`src/rtl/cost_loader_if.sv`:
```
// Bundle between the cost-table loader, its upstream stream source and the downstream engine.
// Checksum is present only when COST_CHKSUM_EN is defined.
interface cost_loader_if;
    logic        in_valid;
    logic [6:0]  in_data;
    logic        in_ready;
    logic        reload;
    logic [2:0]  W;
    logic [2:0]  J;
    logic [6:0]  Cost;
    logic        jam_rst;
    logic        load_done;
`ifdef COST_CHKSUM_EN
    logic [12:0] Checksum;

    modport slave  (input  in_valid, in_data, reload, W, J,
                    output in_ready, Cost, jam_rst, load_done, Checksum);
    modport master (output in_valid, in_data, reload, W, J,
                    input  in_ready, Cost, jam_rst, load_done, Checksum);
`else
    modport slave  (input  in_valid, in_data, reload, W, J,
                    output in_ready, Cost, jam_rst, load_done);
    modport master (output in_valid, in_data, reload, W, J,
                    input  in_ready, Cost, jam_rst, load_done);
`endif
endinterface

```
`src/rtl/cost_loader.sv`:
```
// Loads an 8x8 table of 7-bit costs row-major, holds the downstream engine in reset until done.
// Optional running sum of loaded entries on Checksum when COST_CHKSUM_EN is defined.
module cost_loader (
    input  logic         CLK,
    input  logic         RST_N,
    cost_loader_if.slave bus
);
    localparam logic [1:0] LOAD    = 2'd0;
    localparam logic [1:0] RELEASE = 2'd1;
    localparam logic [1:0] RUN     = 2'd2;

    logic [1:0] state;
    logic [5:0] idx;
    logic [6:0] cost_mem [8][8];
    logic       accept;

    assign accept = bus.in_valid && (state == LOAD);

    always_ff @(posedge CLK or negedge RST_N) begin
        if (!RST_N) begin
            state <= LOAD;
            idx   <= '0;
        end else begin
            case (state)
                LOAD: begin
                    if (accept) begin
                        idx <= idx + 6'd1;
                        if (idx == 6'd63)
                            state <= RELEASE;
                    end
                end
                RELEASE: state <= bus.reload ? LOAD : RUN;
                RUN: begin
                    if (bus.reload) begin
                        state <= LOAD;
                        idx   <= '0;
                    end
                end
                default: begin
                    state <= LOAD;
                    idx   <= '0;
                end
            endcase
        end
    end

    // Table storage is deliberately not reset; contents only become visible in RUN.
    always_ff @(posedge CLK) begin
        if (accept)
            cost_mem[idx[5:3]][idx[2:0]] <= bus.in_data;
    end

    always_comb begin
        bus.in_ready  = (state == LOAD);
        bus.jam_rst   = (state != RUN);
        bus.load_done = (state == RUN);
        bus.Cost      = '0;
        if (state == RUN)
            bus.Cost = cost_mem[bus.W][bus.J];
    end

`ifdef COST_CHKSUM_EN
    logic [12:0] checksum;

    always_ff @(posedge CLK or negedge RST_N) begin
        if (!RST_N)
            checksum <= '0;
        else if (accept)
            checksum <= checksum + {6'd0, bus.in_data};
        else if ((state != LOAD) && bus.reload)
            checksum <= '0;
    end

    assign bus.Checksum = checksum;
`endif
endmodule

```
`src/flat_wrapper.sv`:
```
// flat-port wrapper written by rule: the top's interface ports become plain ports
module cost_loader_flat 
  (CLK, RST_N, bus_in_valid, bus_in_data, bus_reload, bus_W, bus_J, bus_in_ready, bus_Cost, bus_jam_rst, bus_load_done);
  cost_loader_if bus_i ();
  input  logic CLK;
  input  logic RST_N;
  input wire logic [$bits(bus_i.in_valid)-1:0] bus_in_valid;
  input wire logic [$bits(bus_i.in_data)-1:0] bus_in_data;
  input wire logic [$bits(bus_i.reload)-1:0] bus_reload;
  input wire logic [$bits(bus_i.W)-1:0] bus_W;
  input wire logic [$bits(bus_i.J)-1:0] bus_J;
  output wire logic [$bits(bus_i.in_ready)-1:0] bus_in_ready;
  output wire logic [$bits(bus_i.Cost)-1:0] bus_Cost;
  output wire logic [$bits(bus_i.jam_rst)-1:0] bus_jam_rst;
  output wire logic [$bits(bus_i.load_done)-1:0] bus_load_done;
  assign bus_i.in_valid = bus_in_valid;
  assign bus_i.in_data = bus_in_data;
  assign bus_i.reload = bus_reload;
  assign bus_i.W = bus_W;
  assign bus_i.J = bus_J;
  assign bus_in_ready = bus_i.in_ready;
  assign bus_Cost = bus_i.Cost;
  assign bus_jam_rst = bus_i.jam_rst;
  assign bus_load_done = bus_i.load_done;
  cost_loader u_core (.CLK(CLK), .RST_N(RST_N), .bus(bus_i));
endmodule
```
`config.mk`:
```
export PLATFORM = sky130hd
export DESIGN_NAME = cost_loader_flat
export DESIGN_NICKNAME = d
export VERILOG_FILES = /design/src/rtl/cost_loader_if.sv /design/src/rtl/cost_loader.sv /design/src/flat_wrapper.sv
export SDC_FILE = /design/constraint.sdc
export NUM_CORES = 1
export LEC_CHECK = 0
export BUFFER_PORTS_ARGS = -buffer_cell sky130_fd_sc_hd__buf_4
export CAP_MARGIN = 20
export CORE_MARGIN = 3
export CORE_UTILIZATION = 50
export CTS_BUF_LIST = sky130_fd_sc_hd__clkbuf_4 sky130_fd_sc_hd__clkbuf_8
export DETAILED_ROUTE_END_ITERATION = 7
export PLACE_DENSITY = 0.67
export SETUP_SLACK_MARGIN = 0.5
export SYNTH_ARGS = -nofsm -noshare
export SYNTH_HDL_FRONTEND = slang
export SYNTH_SLANG_ARGS = --single-unit
```
`constraint.sdc`:
```
create_clock -name CLK -period 2.2 [get_ports CLK]
set_input_delay 0.33 -clock CLK [delete_from_list [all_inputs] [get_ports CLK]]
set_output_delay 0.33 -clock CLK [all_outputs]
set_load 0.03 [all_outputs]
```
* Yosys cells after proc, flatten, opt, wreduce, memory -nomap -nowiden
Memory sizes are Yosys's and may differ from the RTL's.
Cells that the tools add are included.
** Operators by class
- $add $sub $neg :: 1
- Muxes and demuxes :: 16
- Bitwise logic cells :: 3
- Reduce and logical (&&, ||, !) cells :: 5
- Eq/ne operators :: 7
- $lt $le $gt $ge :: 3
** Operators with widths (number)
- 56-bit 2-to-1 mux :: 1
- 7-bit 2-to-1 mux :: 4
- 7-bit binary-select mux with 3-bit select :: 1
- 7-bit demux with 3-bit select :: 1
- 6-bit case mux with 3 select lines :: 1
- 6-bit 2-to-1 mux :: 2
- 4-bit >= comparator (second input constant) :: 2
- 2-bit 2-to-1 mux :: 4
- 3-bit inverter with 4-bit output :: 2
- 6-bit by 1-bit adder with 6-bit output (second input constant) :: 1
- 6-bit == test (second input constant) :: 1
- 2-bit case mux with 3 select lines :: 1
- 3-bit AND reduction :: 2
- 4-bit by 1-bit < comparator with 1-bit output (second input constant) :: 1
- 2-bit by 1-bit inequality test with 1-bit output (second input constant) :: 2
- 2-bit inequality test (second input constant) :: 2
- 2-bit by 1-bit == test with 1-bit output (second input constant) :: 1
- 2-bit == test (second input constant) :: 1
- 1-bit logical AND :: 2
- 2-bit zero test :: 1
- 1-bit 2-to-1 mux :: 1
- 1-bit inverter :: 1
** Storage, ports and cells
- Memory bits (writable) :: 448
- Word-level logic and storage cells :: 38
- Register bits :: 8
- Memories :: 1
- Bits of input ports :: 17
** Memories
- u_core.cost_mem :: depth 8, bits a word 56, read ports 1, clocked after Yosys merged registers in 0, wr ports 1, line cost_loader.sv:14 : logic [6:0] cost_mem [8][8];

* Depth between registers and ports, before layout
Gate-level depths: netlist (run 1).
- Depth in word-level cells :: 6
- Gate-level depth with buffers :: 7
- Depth with buffers taken out :: 4

* Least setup slack after synthesis (run 1)
OpenSTA, ideal clock, no wires.
- Path kind :: input port to output port
- Start point :: input bus_W[1]
- End point :: output bus_Cost[5]
- Slack :: -0.035 ns
- Data arrival time :: 1.905 ns
- Stages on the path :: 5
- Cells stage by stage :: buf_4 mux4_2 mux4_2 a2bb2oi_1 a22o_1
** On the way
- Cells in the longest elaborated chain, start to end :: 5
** RTL lines
- start, declared :: line flat_wrapper.sv:10 : input wire logic [$bits(bus_i.W)-1:0] bus_W;
- memory 8 x 56 bit
- 7-bit binary-select mux with 3-bit select :: line cost_loader.sv:59 : bus.Cost = cost_mem[bus.W][bus.J];
- 7-bit 2-to-1 mux (implied by the code) (2 in series) :: line cost_loader.sv:59
- 7-bit 2-to-1 mux :: line cost_loader.sv:58 : if (state == RUN)
- end, declared :: line flat_wrapper.sv:13 : output wire logic [$bits(bus_i.Cost)-1:0] bus_Cost;
Every way passes these cells. The select of a mux whose other input is x is not followed.

* Final worst setup path (run 1)
- Start point :: memory u_core.cost_mem[6][5] (netlist name)
- End point :: output bus_Cost[5]
** On the way
- Cells in the longest elaborated chain, start to end :: 5
** RTL lines (line)
- start, declared :: cost_loader.sv:14
- memory 8 x 56 bit
- 7-bit binary-select mux with 3-bit select :: cost_loader.sv:59
- 7-bit 2-to-1 mux (implied by the code) (2 in series) :: cost_loader.sv:59
- 7-bit 2-to-1 mux :: cost_loader.sv:58
Every way passes these cells. The select of a mux whose other input is x is not followed.

==> flow_metrics.py, run 1 <==
metrics = {
    "drt": {
        "drt_pass1_iterations": 5,
        "route.final.wire_length_um": 41000,
        "detail-route-antenna-nets": 0,
        "number_of_vias_per_cell": 5.92,
        "routed_wire_length_per_instance_um": 26.2,
        "remaining_drc_errors": 0,
        "via_count": 9253,
        "drt_iter0_markers": 934,
    },
    "clock_network": {
        "cts_max_path_buffers": 3,
        "cts_sinks": 456,
        "clock_latency_ps": 610,
        "clock_tree.root_cell": "sky130_fd_sc_hd__clkbuf_8",
        "clock_tree.htree_level_count": 3,
        "cts-buffers-inserted": 73,
        "cts_tree": "built",
        "clk_transition_reported_paths_ps": 60,
    },
    "grt": {
        "maximum_number_of_pins_on_one_net_before_global_route_repair": 65,
        "grt_antenna_before_repair": 0,
        "grt_first_pass_wirelength_um": 62300,
        "via_count_of_the_first_global_routing_pass": 9627,
        "grt_overflow_total": 0,
        "groute.usage.overall_pct": 22.1,
    },
    "floorplanning": {
        "core-area_sq_um": 34800,
        "die_w_um": 195,
        "floorplan.initialDensity_pct": 51.2,
        "floorplan.io_pins": 27,
        "dieArea_sq_um": 37900,
        "die_h_um": 195,
        "std_cell_rows": 68,
    },
    "run": {
        "max-cap-violations": 0,
    },
    "timing": {
        "worst_slew_slack_as_a_fraction_of_its_limit_pct": 51.7,
        "tightestPinTransition_ps": 724,
        "fmaxAchievable_mhz": 346,
        "final_hold_slack_ps": 63.6,
        "hold_viol": 0,
        "fin_worst_skew_ps": 28.7,
        "totalNegativeSetupSlack_ps": -3280,
        "rsz0062_at_grt": "yes",
        "period_share_pct": 131,
        "min_period_ps": 2890,
        "final_setup_fails": 7,
        "fin_ws_ps": -691,
        "final_max_slew_viol_count": 0,
    },
    "setup_path": {
        "timing.critical_path.slowest_cell_delay_ps": 540,
        "ff2ff_path_depth": 6,
        "critPathTopFamily": "multiplexers",
        "critical_path_buf_inv_count": 1,
        "cp_cell_sequence": "mux4_2 -> mux4_2 -> a2bb2oi_1 -> a22o_2 -> buf_6",
        "critical_path.endpoint_type": "output port",
        "critical_path_cell_count": 5,
        "timing.critical_path.from": "u_core.cost_mem[6][5]$_DFFE_PP_",
        "reg2reg_from": "u_core.state[1]$_DFFE_PN0P_",
        "critPathLaunchType": "flop",
        "reg2reg_to": "u_core.cost_mem[0][49]$_DFFE_PP_",
        "critPathMostFrequentCell": "sky130_fd_sc_hd__mux4_2",
        "worstPathArrival_ps": 2560,
        "slack_of_the_worst_reg_to_reg_path_ps": 170,
        "crit_path_end": "bus_Cost[5]",
        "critical_path_peak_fanout": 1,
        "timing.setup.critical_path_class": "reg2out",
        "critical-path-slowest-cell": "sky130_fd_sc_hd__mux4_2",
        "critPathRequiredTime_ps": 1870,
    },
    "synth": {
        "cell_taking_the_most_area_after_synthesis": "sky130_fd_sc_hd__edfxtp_1",
        "post_synthesis_sequential_area_ratio_pct": 76.6,
        "async_flop_share_pct": 1.75,
        "ys.flop_type": "sky130_fd_sc_hd__edfxtp_1",
        "synth_area_leaders": "sky130_fd_sc_hd__edfxtp_1 (76%), sky130_fd_sc_hd__mux4_2 (14%), sky130_fd_sc_hd__nor2_1 (1.8%), sky130_fd_sc_hd__mux2i_1 (1.6%), sky130_fd_sc_hd__dfrtp_1 (1.1%)",
        "synthesis.nets": 870,
        "post_synth.cell_area_avg_sq_um": 20.9,
        "syn-cell-area_sq_um": 17800,
        "synth_warnings": 0,
        "synth_cell_type_count": 40,
        "ys_seq_elements": 456,
        "synth-edff-count": 448,
        "syn-instance-count": 852,
        "netlist.area_leader.share_pct": 75.5,
    },
    "layout": {
        "fillerInstances": 2253,
        "finish.net_count": 1068,
        "postLayoutCoreUtil_pct": 64.5,
        "final-seq-area_sq_um": 13700,
        "area_growth_syn_to_layout_pct": 25.9,
        "final_cell_count_without_fillers": 1564,
        "insertedDiodeCount": 0,
        "final_common_cell": "sky130_fd_sc_hd__edfxtp_1",
        "multiInputGateArea_sq_um": 4860,
        "most-common-layout-cells": "sky130_fd_sc_hd__edfxtp_1 (448), sky130_fd_sc_hd__mux4_2 (113), sky130_fd_sc_hd__buf_4 (86)",
        "drive_gt1_share_pct": 47.8,
    },
    "placement": {
        "number_of_placed_instances_taps_included": 1377,
        "hpwlAfterDp_um": 25300,
        "weighted_congestion_reported_at_the_end_of_routability_driven_placement": 0.892,
        "numPortBuffers": 26,
    },
    "pwr": {
        "power-per-cell-area_nw_per_um2": 867,
        "static-leakage-power_nw": 7.19,
        "power.total_mw": 19.5,
        "vdd.ir_drop.worst_uv": 555,
    },
    "run_status": {
        "run_status": "complete, but fails checks",
        "violations": "setup timing",
    },
    "hold_path": {
        "holdCritPathClass": "in2async",
    },
}
-- area by class of cell --
cell class	instances	area share, %
flip-flops and latches	456	60.9
multi-input cells	350	21.7
clock buffers	103	5.59
clock inverters	31	0.820
well taps	455	2.54
repair buffers	166	8.44
inverters	3	0.0502
-- sequential cells by signal (all words and copies together), names as in the netlist --
register and flops:
u_core.cost_mem 448, u_core.idx 6, u_core.state 2
-- cell families after synthesis --
group | count (synthesis) | synth area share, %
compound gates | 56 | 2.31
xor+xnor | 3 | 0.147
mux | 141 | 15.9
flops | 456 | 76.6
simple gates | 149 | 3.74
buf+inv | 46 | 1.26
fa+ha+maj | 1 | 0.0702
-- power breakdown --
group / leakage, nW / internal (mW) / switching (mW)
sequential: 4.13 / 9.82 / 0.141
combinational: 2.29 / 0.925 / 1.47
clock: 0.767 / 3.83 / 3.27
-- cells in the mapped netlist, types with 4 or more instances --
cell type                   number
sky130_fd_sc_hd__edfxtp_1      448
sky130_fd_sc_hd__mux4_2        113
sky130_fd_sc_hd__nor2_1         87
sky130_fd_sc_hd__mux2i_1        28
sky130_fd_sc_hd__nand2_1        26
sky130_fd_sc_hd__buf_2          20
sky130_fd_sc_hd__clkbuf_1       16
sky130_fd_sc_hd__a21oi_1         9
sky130_fd_sc_hd__o21ai_0         9
sky130_fd_sc_hd__a22o_1          8
sky130_fd_sc_hd__dfrtp_1         8
sky130_fd_sc_hd__o221ai_1        8
sky130_fd_sc_hd__a221oi_1        6
sky130_fd_sc_hd__nor2b_1         5
sky130_fd_sc_hd__nor3_1          5
sky130_fd_sc_hd__o2111ai_1       5
sky130_fd_sc_hd__o31ai_1         5
sky130_fd_sc_hd__nand3_1         4
sky130_fd_sc_hd__nand3b_1        4
sky130_fd_sc_hd__or3b_2          4
-- worst min-delay path by stage --
stage | startpoint | to | slack, ps | cells after the start
2_1_floorplan | RST_N | u_core.idx[0]$_DFFE_PN0P_ | 30 | 0
3_3_place_gp | RST_N | u_core.state[1]$_DFFE_PN0P_ | 160 | 1
3_5_place_dp | RST_N | u_core.state[1]$_DFFE_PN0P_ | 160 | 1
4_1_cts | RST_N | u_core.idx[3]$_DFFE_PN0P_ | 30 | 2
5_1_grt | RST_N | u_core.idx[0]$_DFFE_PN0P_ | 60 | 2
6_report | RST_N | u_core.idx[0]$_DFFE_PN0P_ | 60 | 2
-- metrics by stage --
stage	cell area (sq um)	setup WS [ps]
5_1_grt	22400	-737
4_1_cts	22300	-712
2_1_floorplan	18500	61.5
6_report	22400	-691
3_3_place_gp	19800	-604
3_5_place_dp	19800	-584
-- what timing repair did --
| item | in CTS | in global routing |
|---|---|---|
| pin swaps | 49 | 19 |
| hold buffers | 2 | 0 |
| gates resized for setup | 103 | 19 |
| endpoints found under the setup margin | 459 | 461 |
| buffers inserted | 47 | 3 |
| hold endpoints to repair | 9 | 0 |
| cloned | 1 | 0 |
-- routing by layer --
metal	track usage, %	share of wire (%)	vias to the layer above
li1	-	-	3969
met1	31.9	43	4905
met2	35.5	50	315
met3	4.16	6.0	64
met4	5.62	1.8	0
met5	0	0	-
(Power assumes the default switching activity.)
==> inputs of run 2 (changes only) <==
--- a/config.mk
+++ b/config.mk
@@ -9,5 +9,6 @@
 export CAP_MARGIN = 20
-export CORE_MARGIN = 3
+export CORE_MARGIN = 5
 export CORE_UTILIZATION = 50
 export CTS_BUF_LIST = sky130_fd_sc_hd__clkbuf_4 sky130_fd_sc_hd__clkbuf_8
+export CTS_CLUSTER_DIAMETER = 60
 export DETAILED_ROUTE_END_ITERATION = 7
==> constraint.sdc (replaced) <==
create_clock -name CLK -period 2.2 [get_ports CLK]
set_input_delay 0.44 -clock CLK [delete_from_list [all_inputs] [get_ports CLK]]
set_output_delay 0.44 -clock CLK [all_outputs]
set_load 0.03 [all_outputs]
==> flow_metrics.py, run 2 (synthesis gave the netlist of run 1 again) <==
metrics = {
    "run_status": {
        "run_status": "complete, but fails checks",
        "violations": "setup timing",
    },
    "placement": {
        "number_of_placed_instances_taps_included": 1390,
        "weighted_congestion_reported_at_the_end_of_routability_driven_placement": 0.867,
        "numPortBuffers": 26,
        "place_worst_setup_slack_ps": -699,
        "hpwlAfterDp_um": 25900,
    },
    "setup_path": {
        "critPathTopFamily": "multiplexers",
        "cp_cell_sequence": "mux4_2 -> mux4_2 -> a2bb2oi_1 -> a22o_2 -> buf_6",
        "critical_path.endpoint_type": "output port",
        "timing.setup.critical_path_class": "reg2out",
        "critPathMostFrequentCell": "sky130_fd_sc_hd__mux4_2",
        "ff2ff_path_depth": 7,
        "critical_path_peak_fanout": 1,
        "critical-path-slowest-cell": "sky130_fd_sc_hd__mux4_2",
        "critical_path_cell_count": 5,
        "critPathRequiredTime_ps": 1760,
        "critPathLaunchType": "flop",
        "worstPathArrival_ps": 2510,
        "critical_path_buf_inv_count": 1,
        "timing.critical_path.slowest_cell_delay_ps": 510,
    },
    "clock_network": {
        "cts_tree": "built",
        "clock_latency_ps": 590,
        "clock_tree.root_cell": "sky130_fd_sc_hd__clkbuf_8",
        "cts_max_path_buffers": 3,
        "cts_sinks": 456,
        "cts-buffers-inserted": 73,
        "clock_tree.htree_level_count": 3,
        "clk_transition_reported_paths_ps": 60,
    },
    "hold_path": {
        "holdCritPathClass": "in2async",
    },
    "floorplanning": {
        "floorplan.initialDensity_pct": 50.3,
        "die_w_um": 199,
        "core-area_sq_um": 35400,
        "die_h_um": 199,
        "dieArea_sq_um": 39500,
        "floorplan.io_pins": 27,
        "std_cell_rows": 69,
    },
    "drt": {
        "via_count": 9086,
        "number_of_vias_per_cell": 5.89,
        "detail-route-antenna-nets": 0,
        "drt_iter0_markers": 819,
        "routed_wire_length_per_instance_um": 26.4,
        "remaining_drc_errors": 0,
        "route.final.wire_length_um": 40700,
        "drt_pass1_iterations": 5,
    },
    "pwr": {
        "static-leakage-power_nw": 7.02,
        "power-per-cell-area_nw_per_um2": 881,
        "vdd.ir_drop.worst_uv": 815,
    },
    "grt": {
        "grt_first_pass_wirelength_um": 61100,
        "grt_antenna_before_repair": 0,
        "maximum_number_of_pins_on_one_net_before_global_route_repair": 65,
        "grt_overflow_total": 0,
        "via_count_of_the_first_global_routing_pass": 9470,
        "groute.usage.overall_pct": 21.3,
    },
    "timing": {
        "fmaxAchievable_mhz": 339,
        "final_setup_fails": 7,
        "hold_viol": 0,
        "fin_ws_ps": -753,
        "final_max_slew_viol_count": 0,
        "rsz0062_at_grt": "yes",
        "fin_worst_skew_ps": 23.3,
        "tightestPinTransition_ps": 723,
        "worst_slew_slack_as_a_fraction_of_its_limit_pct": 51.8,
        "period_share_pct": 134,
        "min_period_ps": 2950,
    },
    "layout": {
        "area_growth_syn_to_layout_pct": 23.7,
        "final_cell_count_without_fillers": 1542,
        "insertedDiodeCount": 0,
        "drive_gt1_share_pct": 46.1,
        "most-common-layout-cells": "sky130_fd_sc_hd__edfxtp_1 (448), sky130_fd_sc_hd__mux4_2 (113), sky130_fd_sc_hd__buf_4 (98)",
        "largest_reg_flops": 448,
        "postLayoutCoreUtil_pct": 62.2,
        "fillerInstances": 2444,
        "finish.net_count": 1044,
        "final_common_cell": "sky130_fd_sc_hd__edfxtp_1",
    },
    "run": {
        "max-cap-violations": 0,
    },
}
## run 2: what timing repair did
action / in CTS / in global routing
cloned: 1 / 0
hold endpoints to repair: 9 / 0
buffers inserted: 17 / 2
endpoints found under the setup margin: 459 / 460
resized for setup: 50 / 21
pin swaps: 32 / 22
hold buffers: 2 / 0
## run 2: through the flow
stage / cell area, sq um / hold slack (ps) / TNS (ps) / power, mW
after floorplan: 18500 / 144 / -498 / 11.4
after global placement: 19900 / 268 / -4270 / 12.1
after detailed placement: 19900 / 272 / -4340 / 12.2
after CTS: 21900 / 179 / -4160 / 19.6
after global routing: 22000 / 199 / -4540 / 20.2
final: 22000 / 202 / -3890 / 19.4
## run 2: layer usage
layer | vias up | GRT usage (%) | wire, um
met4 | 0 | 7.75 | 1340
met1 | 4788 | 29.6 | 16600
li1 | 3901 | - | -
met3 | 85 | 4.67 | 2690
met2 | 312 | 33.9 | 20100
met5 | - | 0 | 0
## run 2: final cells by class
cell class	instances	area [sq um]	share of cell area, %
Timing Repair Buffer	142	1490	6.76
Sequential cell	456	13700	62.0
Tap cell	461	577	2.62
Clock inverter	26	195	0.886
Clock buffer	104	1290	5.84
Inverter	3	11.3	0.0511
Multi-Input combinational cell	350	4820	21.9
## run 2: report_power, final
part           switching [mW]  internal (mW)  total, mW  leakage [nW]
combinational            1.40          0.788       2.19          2.10
sequential              0.130           9.82       9.95          4.13
clock                    3.16           4.12       7.28         0.789
total                    4.69           14.7       19.4          7.02
## run 2: final timing paths
kind | from | slack, ps | to
worst max register to register | u_core.state[0]$_DFFE_PN0P_ | 40 | u_core.cost_mem[1][46]$_DFFE_PP_
worst min-delay path | RST_N | 200 | u_core.state[1]$_DFFE_PN0P_
max in group asynchronous | RST_N | 1860 | u_core.idx[4]$_DFFE_PN0P_
worst min register to register | u_core.idx[2]$_DFFE_PN0P_ | 640 | u_core.idx[2]$_DFFE_PN0P_
min in group CLK | bus_in_valid | 330 | u_core.idx[0]$_DFFE_PN0P_
worst max-delay path | u_core.cost_mem[7][5]$_DFFE_PP_ | -750 | bus_Cost[5]
## run 2: worst register-to-register path, delay by kind of cell, from the launching register on
family	cells	cell delay, ps
AND/OR/NAND/NOR	4	1020
buffers and inverters	3	410
flip-flops	1	420
